--- src/rtl/td_line.sv ---
// td_line: clocked tapped delay line with optional inertial input filter.
// Ports: clk, reset_n (async low), in, en, clear, inertial, sel -> taps, sel_out, sel_rise, sel_fall.
module td_line #(
  parameter int WIDTH  = 1,
  parameter int TAPS   = 5,
  parameter int STEP   = 1,
  parameter int GLITCH = 2,
  localparam int SW    = $clog2(TAPS + 1),
  localparam int CW    = $clog2(GLITCH + 1)
) (
  input  logic                  clk,
  input  logic                  reset_n,
  input  logic [WIDTH-1:0]      in,
  input  logic                  en,
  input  logic                  clear,
  input  logic                  inertial,
  input  logic [SW-1:0]         sel,
  output logic [TAPS*WIDTH-1:0] taps,
  output logic [WIDTH-1:0]      sel_out,
  output logic [WIDTH-1:0]      sel_rise,
  output logic [WIDTH-1:0]      sel_fall
);

  localparam int N = TAPS * STEP;
  localparam logic [CW-1:0] CMAX = CW'(GLITCH - 1);

  logic [N-1:0][WIDTH-1:0]    sr;
  logic [N-1:0][WIDTH-1:0]    sr_d;
  logic [WIDTH-1:0]           filt;
  logic [WIDTH-1:0]           filt_d;
  logic [WIDTH-1:0][CW-1:0]   cnt;
  logic [WIDTH-1:0][CW-1:0]   cnt_d;
  logic [WIDTH-1:0]           prev;
  logic [WIDTH-1:0]           src;
  logic [TAPS-1:0][WIDTH-1:0] tap_w;

  // Filter runs in both modes so a mode switch sees a current filt.
  always_comb begin
    filt_d = filt;
    cnt_d  = cnt;
    for (int c = 0; c < WIDTH; c++) begin
      if (in[c] == filt[c]) begin
        cnt_d[c] = '0;
      end else if (cnt[c] == CMAX) begin
        filt_d[c] = in[c];
        cnt_d[c]  = '0;
      end else begin
        cnt_d[c] = cnt[c] + CW'(1);
      end
    end
  end

  assign src = inertial ? filt : in;

  always_comb begin
    sr_d    = sr;
    sr_d[0] = src;
    for (int j = 1; j < N; j++) begin
      sr_d[j] = sr[j-1];
    end
  end

  always_ff @(posedge clk or negedge reset_n) begin
    if (!reset_n) begin
      sr   <= '0;
      filt <= '0;
      cnt  <= '0;
      prev <= '0;
    end else if (clear) begin
      sr   <= '0;
      filt <= '0;
      cnt  <= '0;
      prev <= '0;
    end else if (en) begin
      sr   <= sr_d;
      filt <= filt_d;
      cnt  <= cnt_d;
      prev <= sel_out;
    end
  end

  always_comb begin
    for (int k = 0; k < TAPS; k++) begin
      tap_w[k] = sr[(k+1)*STEP-1];
    end
  end

  assign taps = tap_w;

  // Out-of-range selects read as all zeros.
  always_comb begin
    sel_out = '0;
    for (int k = 0; k < TAPS; k++) begin
      if (sel == SW'(k)) begin
        sel_out = tap_w[k];
      end
    end
  end

  assign sel_rise = sel_out & ~prev;
  assign sel_fall = ~sel_out & prev;

endmodule

--- config.mk ---
export PLATFORM = sky130hd
export DESIGN_NAME = td_line
export DESIGN_NICKNAME = d
export VERILOG_FILES = /design/src/rtl/td_line.sv
export SDC_FILE = /design/constraint.sdc
export NUM_CORES = 1
export LEC_CHECK = 0
export ABC_AREA = 1
export ABC_CLOCK_PERIOD_IN_PS = 1200
export BUFFER_PORTS_ARGS = -buffer_cell sky130_fd_sc_hd__clkbuf_2
export CORE_AREA = 2 2 39 41
export DETAILED_ROUTE_END_ITERATION = 12
export DIE_AREA = 0 0 41 43
export REMOVE_ABC_BUFFERS = 1
export SETUP_SLACK_MARGIN = 0.4
export SLEW_MARGIN = 5
export SYNTH_ARGS = -nofsm -noshare
export SYNTH_HDL_FRONTEND = slang
export SYNTH_SLANG_ARGS = --single-unit
--- constraint.sdc ---
create_clock -name clk -period 1.2 [get_ports clk]
set_input_delay 0.24 -clock clk [delete_from_list [all_inputs] [get_ports clk]]
set_output_delay 0.24 -clock clk [all_outputs]
set_load 0.01 [all_outputs]
-- Word level (Yosys, flattened, before mapping)
Cells that the tools add are included.
- $add $sub $neg: 1
- multipliers: 0
- div/mod/pow operators: 0
- $lt $le $gt $ge: 0
- equality and inequality tests: 7
- shifts and indexed selects: 0
- multiplexer cells: 18
- bitwise logic cells: 4
- reduce and logical (&&, ||, !) cells: 4
- operators with widths (kind ; count):
    1-bit two-way mux ; 12
    5-bit two-way mux ; 2
    2-bit two-way mux ; 4
    3-bit by 2-bit == test with 1-bit output, second input constant ; 2
    2-bit nonzero test ; 2
    3-bit by 1-bit == test with 1-bit output, second input constant ; 1
    3-bit == test, second input constant ; 1
    3-bit zero test ; 1
    3-bit AND reduction ; 1
    2-bit by 1-bit adder with 2-bit output, second input constant ; 1
    1-bit AND ; 2
    2-bit by 1-bit == test with 1-bit output, second input constant ; 1
    2-bit != test, second input constant ; 1
    1-bit inverter ; 2
    1-bit == test ; 1
- register bits after elaboration: 9
- bits in latches: 0
- memory bits (writable): 0
- ROM bits: 0
- input bits: 9
- output and inout bits: 8
- word-level logic and storage cells: 42
- memories kept: 0

-- Logic depth before layout (Yosys ltp)
- word-level depth: 8
- mapped depth: 8
- depth with buffers taken out: 8

-- Least setup slack after synthesis
OpenSTA, ideal clock, no wires.
- path kind: reg-to-output
- start: register sr (netlist bit taps[2])
- end: output sel_fall
- data arrival time: 967 ps
- required time: 960 ps
- path slack: -7 ps
- cell stages (with the launch flop): 8
- path buffers: 0
- path through: dfrtp_1 -> inv_1 -> nand2_1 -> nand3_1 -> nand2_1 -> nand2_2 -> nand2_4 -> nor2_1
- longest elaborated chain between the ends: 5
- ends and longest elaborated chain (what ; line ; text):
    start: declaration ; 27 ; logic [N-1:0][WIDTH-1:0] sr;
    start signal: assignment ; 75 ; sr <= sr_d;
    1-bit two-way mux (3 in series) ; 94 ; if (sel == SW'(k)) begin
    via sel_out ; 19 ; output logic [WIDTH-1:0] sel_out,
    1-bit inverter ; 101 ; assign sel_fall = ~sel_out & prev;
    1-bit AND ; 101 ;
    end: declaration ; 21 ; output logic [WIDTH-1:0] sel_fall
The timed path passes the listed nets, and every way through them passes these cells.

-- Final worst setup path
- start: register sr (netlist bit taps[1])
- end: output sel_fall
- longest elaborated chain between the ends: 6
- ends and longest elaborated chain (what ; line):
    1-bit two-way mux (4 in series) ; 94
    1-bit inverter ; 101
    1-bit AND ; 101
No other way between the ends.

==> run metrics <==
Setup CP Type register to primary output; Avg Inst Size Synth between 8 and 9 um2; GRT overflow 0; Final min period between 1 and 1.5 ns; I/O pin count 17; Num CTS Buffers 3; min-delay worst type input port to register; H-tree level count 1; DR top layer met4; RSZ-0062 raised after global routing yes; Via Count just over 500; outcome finished, violations left; Clk Latency, worst-skew pair ~0.25 ns; First-pass DRT Iterations 4; Initial Util approximately a third; CTS tree yes; drt initial violations 11; Antenna diodes 0; max incr delay on CP roughly 0.37 ns; Die X-Extent 41 um; first-pass GRT wire length around 1700 um; M1 WL roughly 460 um; placed cell count 94; sequential share of the synthesized area 48.9%; CP required 0.96 ns; routed wl met3 61 um; Slew @ Worst Pin roughly 0.23 ns; clock root cell clkbuf_4; worst setup margin -0.272 ns; warnings from Yosys 0; layout cells sized above 1 between 50% and 60%; Clock power frac around 33%; most frequent cells in the layout buf_6, inv_1, dfrtp_1, buf_4; Worst setup SP type register; Worst VDD drop about 0.00050 V; Adder-Cell Fraction of Synth Area 0%; clk sinks 9; GRT Util Overall about 15%; Layout Skew 0.00145 ns; Synth Instances 56; via density per instance ~4.5; Hold Vio Cnt, Final 0; GP Congestion approximately 0.80; main combinational cell family by area after synthesis simple AND/OR/NAND/NOR gates; worst-path fanout max 3; post-synthesis mux area share 0%; most common cell after layout, fill and taps aside buf_6; core area about 0.0014 mm2; r2r setup slk -0.24 ns; post-synthesis simple-gate area fraction 24.2%; post-layout util between 50% and 60%; wire length on met2 slightly below 700 um; Tot Pwr slightly below 0.0007 W; largest net degree at the start of global routing 10; flops & latches, synth 9; max-slew violation count 0; # fillers about 120; final WL about 1200 um; WL per Instance around 11 um; Layout Area Growth over Synthesis 80.2%; violated checks negative setup slack; P_int 0.000511 W; Crit path arrival time about 1.2 ns; FMAX between 0.6 and 0.7 GHz; initial antenna violation count 0; vias in the first global route 450; mapped cell area between 400 and 500 um2; # setup viols final 7; combinational group share of total power between 20% and 30%; Psw 0.000182 W; # nets final between 100 and 150; clk buf depth 2; XOR/XNOR share of the synthesized area between 1.5 and 2%; max_slew headroom a little over four fifths; setup_tns -1.52 ns; most frequent CP cell nand2_1; Clock transition at path regs about 0.06 ns; Reg power frac between 40% and 50%; DPL Wire Length 724 um; Worst path slowest cell dfrtp_1; I/O Buffers 16; power density over the cells ~840 mW/mm2; Synth Area in Compound Gates between 10% and 20%; Die Ht between 40 and 50 um; sw frac 26.3%; crit path cell chain inv_1 > nand2_1 > nand3_1 > nand2_1 > nand2_2 > nand2_4 > nor2_2 > buf_2; cell row count 14; Static Leak ~0.45 nW; fin crit share 123%; Max-cap violations 0; Die ar. between 0.0015 and 0.002 mm2; Unique masters post-synth 17; drt drc 0; fin cells between 100 and 150; Critical Path End Type primary output; Routed Antenna Nets 0
==> cell usage after synthesis <==
master | instances | area share [%]
inv_2 | 2 | 1.6
nand4_1 | 1 | 1.4
o21ai_0 | 2 | 2.2
nand2_4 | 1 | 2.4
nand2_1 | 8 | 6.5
dfrtp_1 | 9 | 49
a21oi_1 | 3 | 3.3
nor2_2 | 2 | 2.7
inv_1 | 12 | 9.8
nand3_1 | 3 | 3.3
o21ai_1 | 1 | 1.1
nand2_2 | 3 | 4.1
nor3_2 | 1 | 2.2
xor2_1 | 1 | 1.9
a21boi_1 | 1 | 1.6
o22ai_1 | 4 | 5.4
nor2_1 | 2 | 1.6
==> metal layers <==
metal | up-vias | track usage [%]
met5 | - | 0
met4 | 0 | 8.00
met3 | 4 | 3.14
met2 | 20 | 24.4
met1 | 220 | 16.4
li1 | 261 | -
==> power by group through the flow <==
stage               sequential (W)  clock [W]  combinational (W)
finish                    0.000321   0.000227           0.000145
global route              0.000321   0.000260           0.000160
CTS                       0.000319   0.000238           0.000120
detailed placement        0.000325          0          0.0000996
global placement          0.000325          0          0.0000981
floorplan                 0.000326          0          0.0000502
==> worst paths after layout <==
| check | endpoint | from | depth (start not counted) |
|---|---|---|---|
| worst max-delay path | sel_fall | taps[1]$_DFFE_PN0P_ | 8 |
| worst min-delay path | filt$_DFFE_PN0P_ | in | 3 |
| worst max register to register | taps[2]$_DFFE_PN0P_ | taps[2]$_DFFE_PN0P_ | 10 |
| worst min register to register | cnt[0]$_DFFE_PN0P_ | cnt[0]$_DFFE_PN0P_ | 2 |
| max in group asynchronous | cnt[0]$_DFFE_PN0P_ | reset_n | 2 |
| min in group asynchronous | taps[3]$_DFFE_PN0P_ | reset_n | 2 |
==> what timing repair did <==
action | 4_1_cts | 5_1_grt
hold buffers | 1 | 0
buffers inserted | 9 | 4
pin swaps | 4 | 2
resized for setup | 12 | 20
endpoints found under the setup margin | 12 | 16
hold endpoints to repair | 9 | 0
cloned | 0 | 0
==> worst max-delay path: cells and delay by family (launching register included) <==
kind                   cells  cell delay (ns)
buffers and inverters      2             0.22
flip-flops                 1             0.37
AND/OR/NAND/NOR            6             0.40
==> cell type report <==
type	count	area, um2	area share, %
clock buffer	4	26.3	3.17
sequential	9	225	27.1
inverter	14	52.6	6.33
multi-input combinational	33	229	27.6
timing repair buffer	36	277	33.3
tap	16	20.0	2.41
==> sequential cells by signal (all words and copies together), names as in the netlist <==
name / flops
cnt: 2
taps: 5
filt: 1
prev: 1
==> through the flow <==
step                setup WS [ns]  area (um2)  hold slack, ns
floorplan                -0.00650         460         -0.0556
global placement         -0.00113         606           0.109
detailed placement        -0.0250         606           0.109
CTS                        -0.306         746           0.236
global route               -0.372         830           0.249
finish                     -0.272         830           0.246
==> logic make-up (layout without fill, tap and decap cells) <==
family | count (synthesis) | count (layout)
XOR/XNOR | 1 | 1
AO/OA/AOI/OAI | 11 | 11
AND/OR/NAND/NOR | 21 | 21
buffers and inverters | 14 | 54
flip-flops | 9 | 9
(Power assumes the default switching activity.)
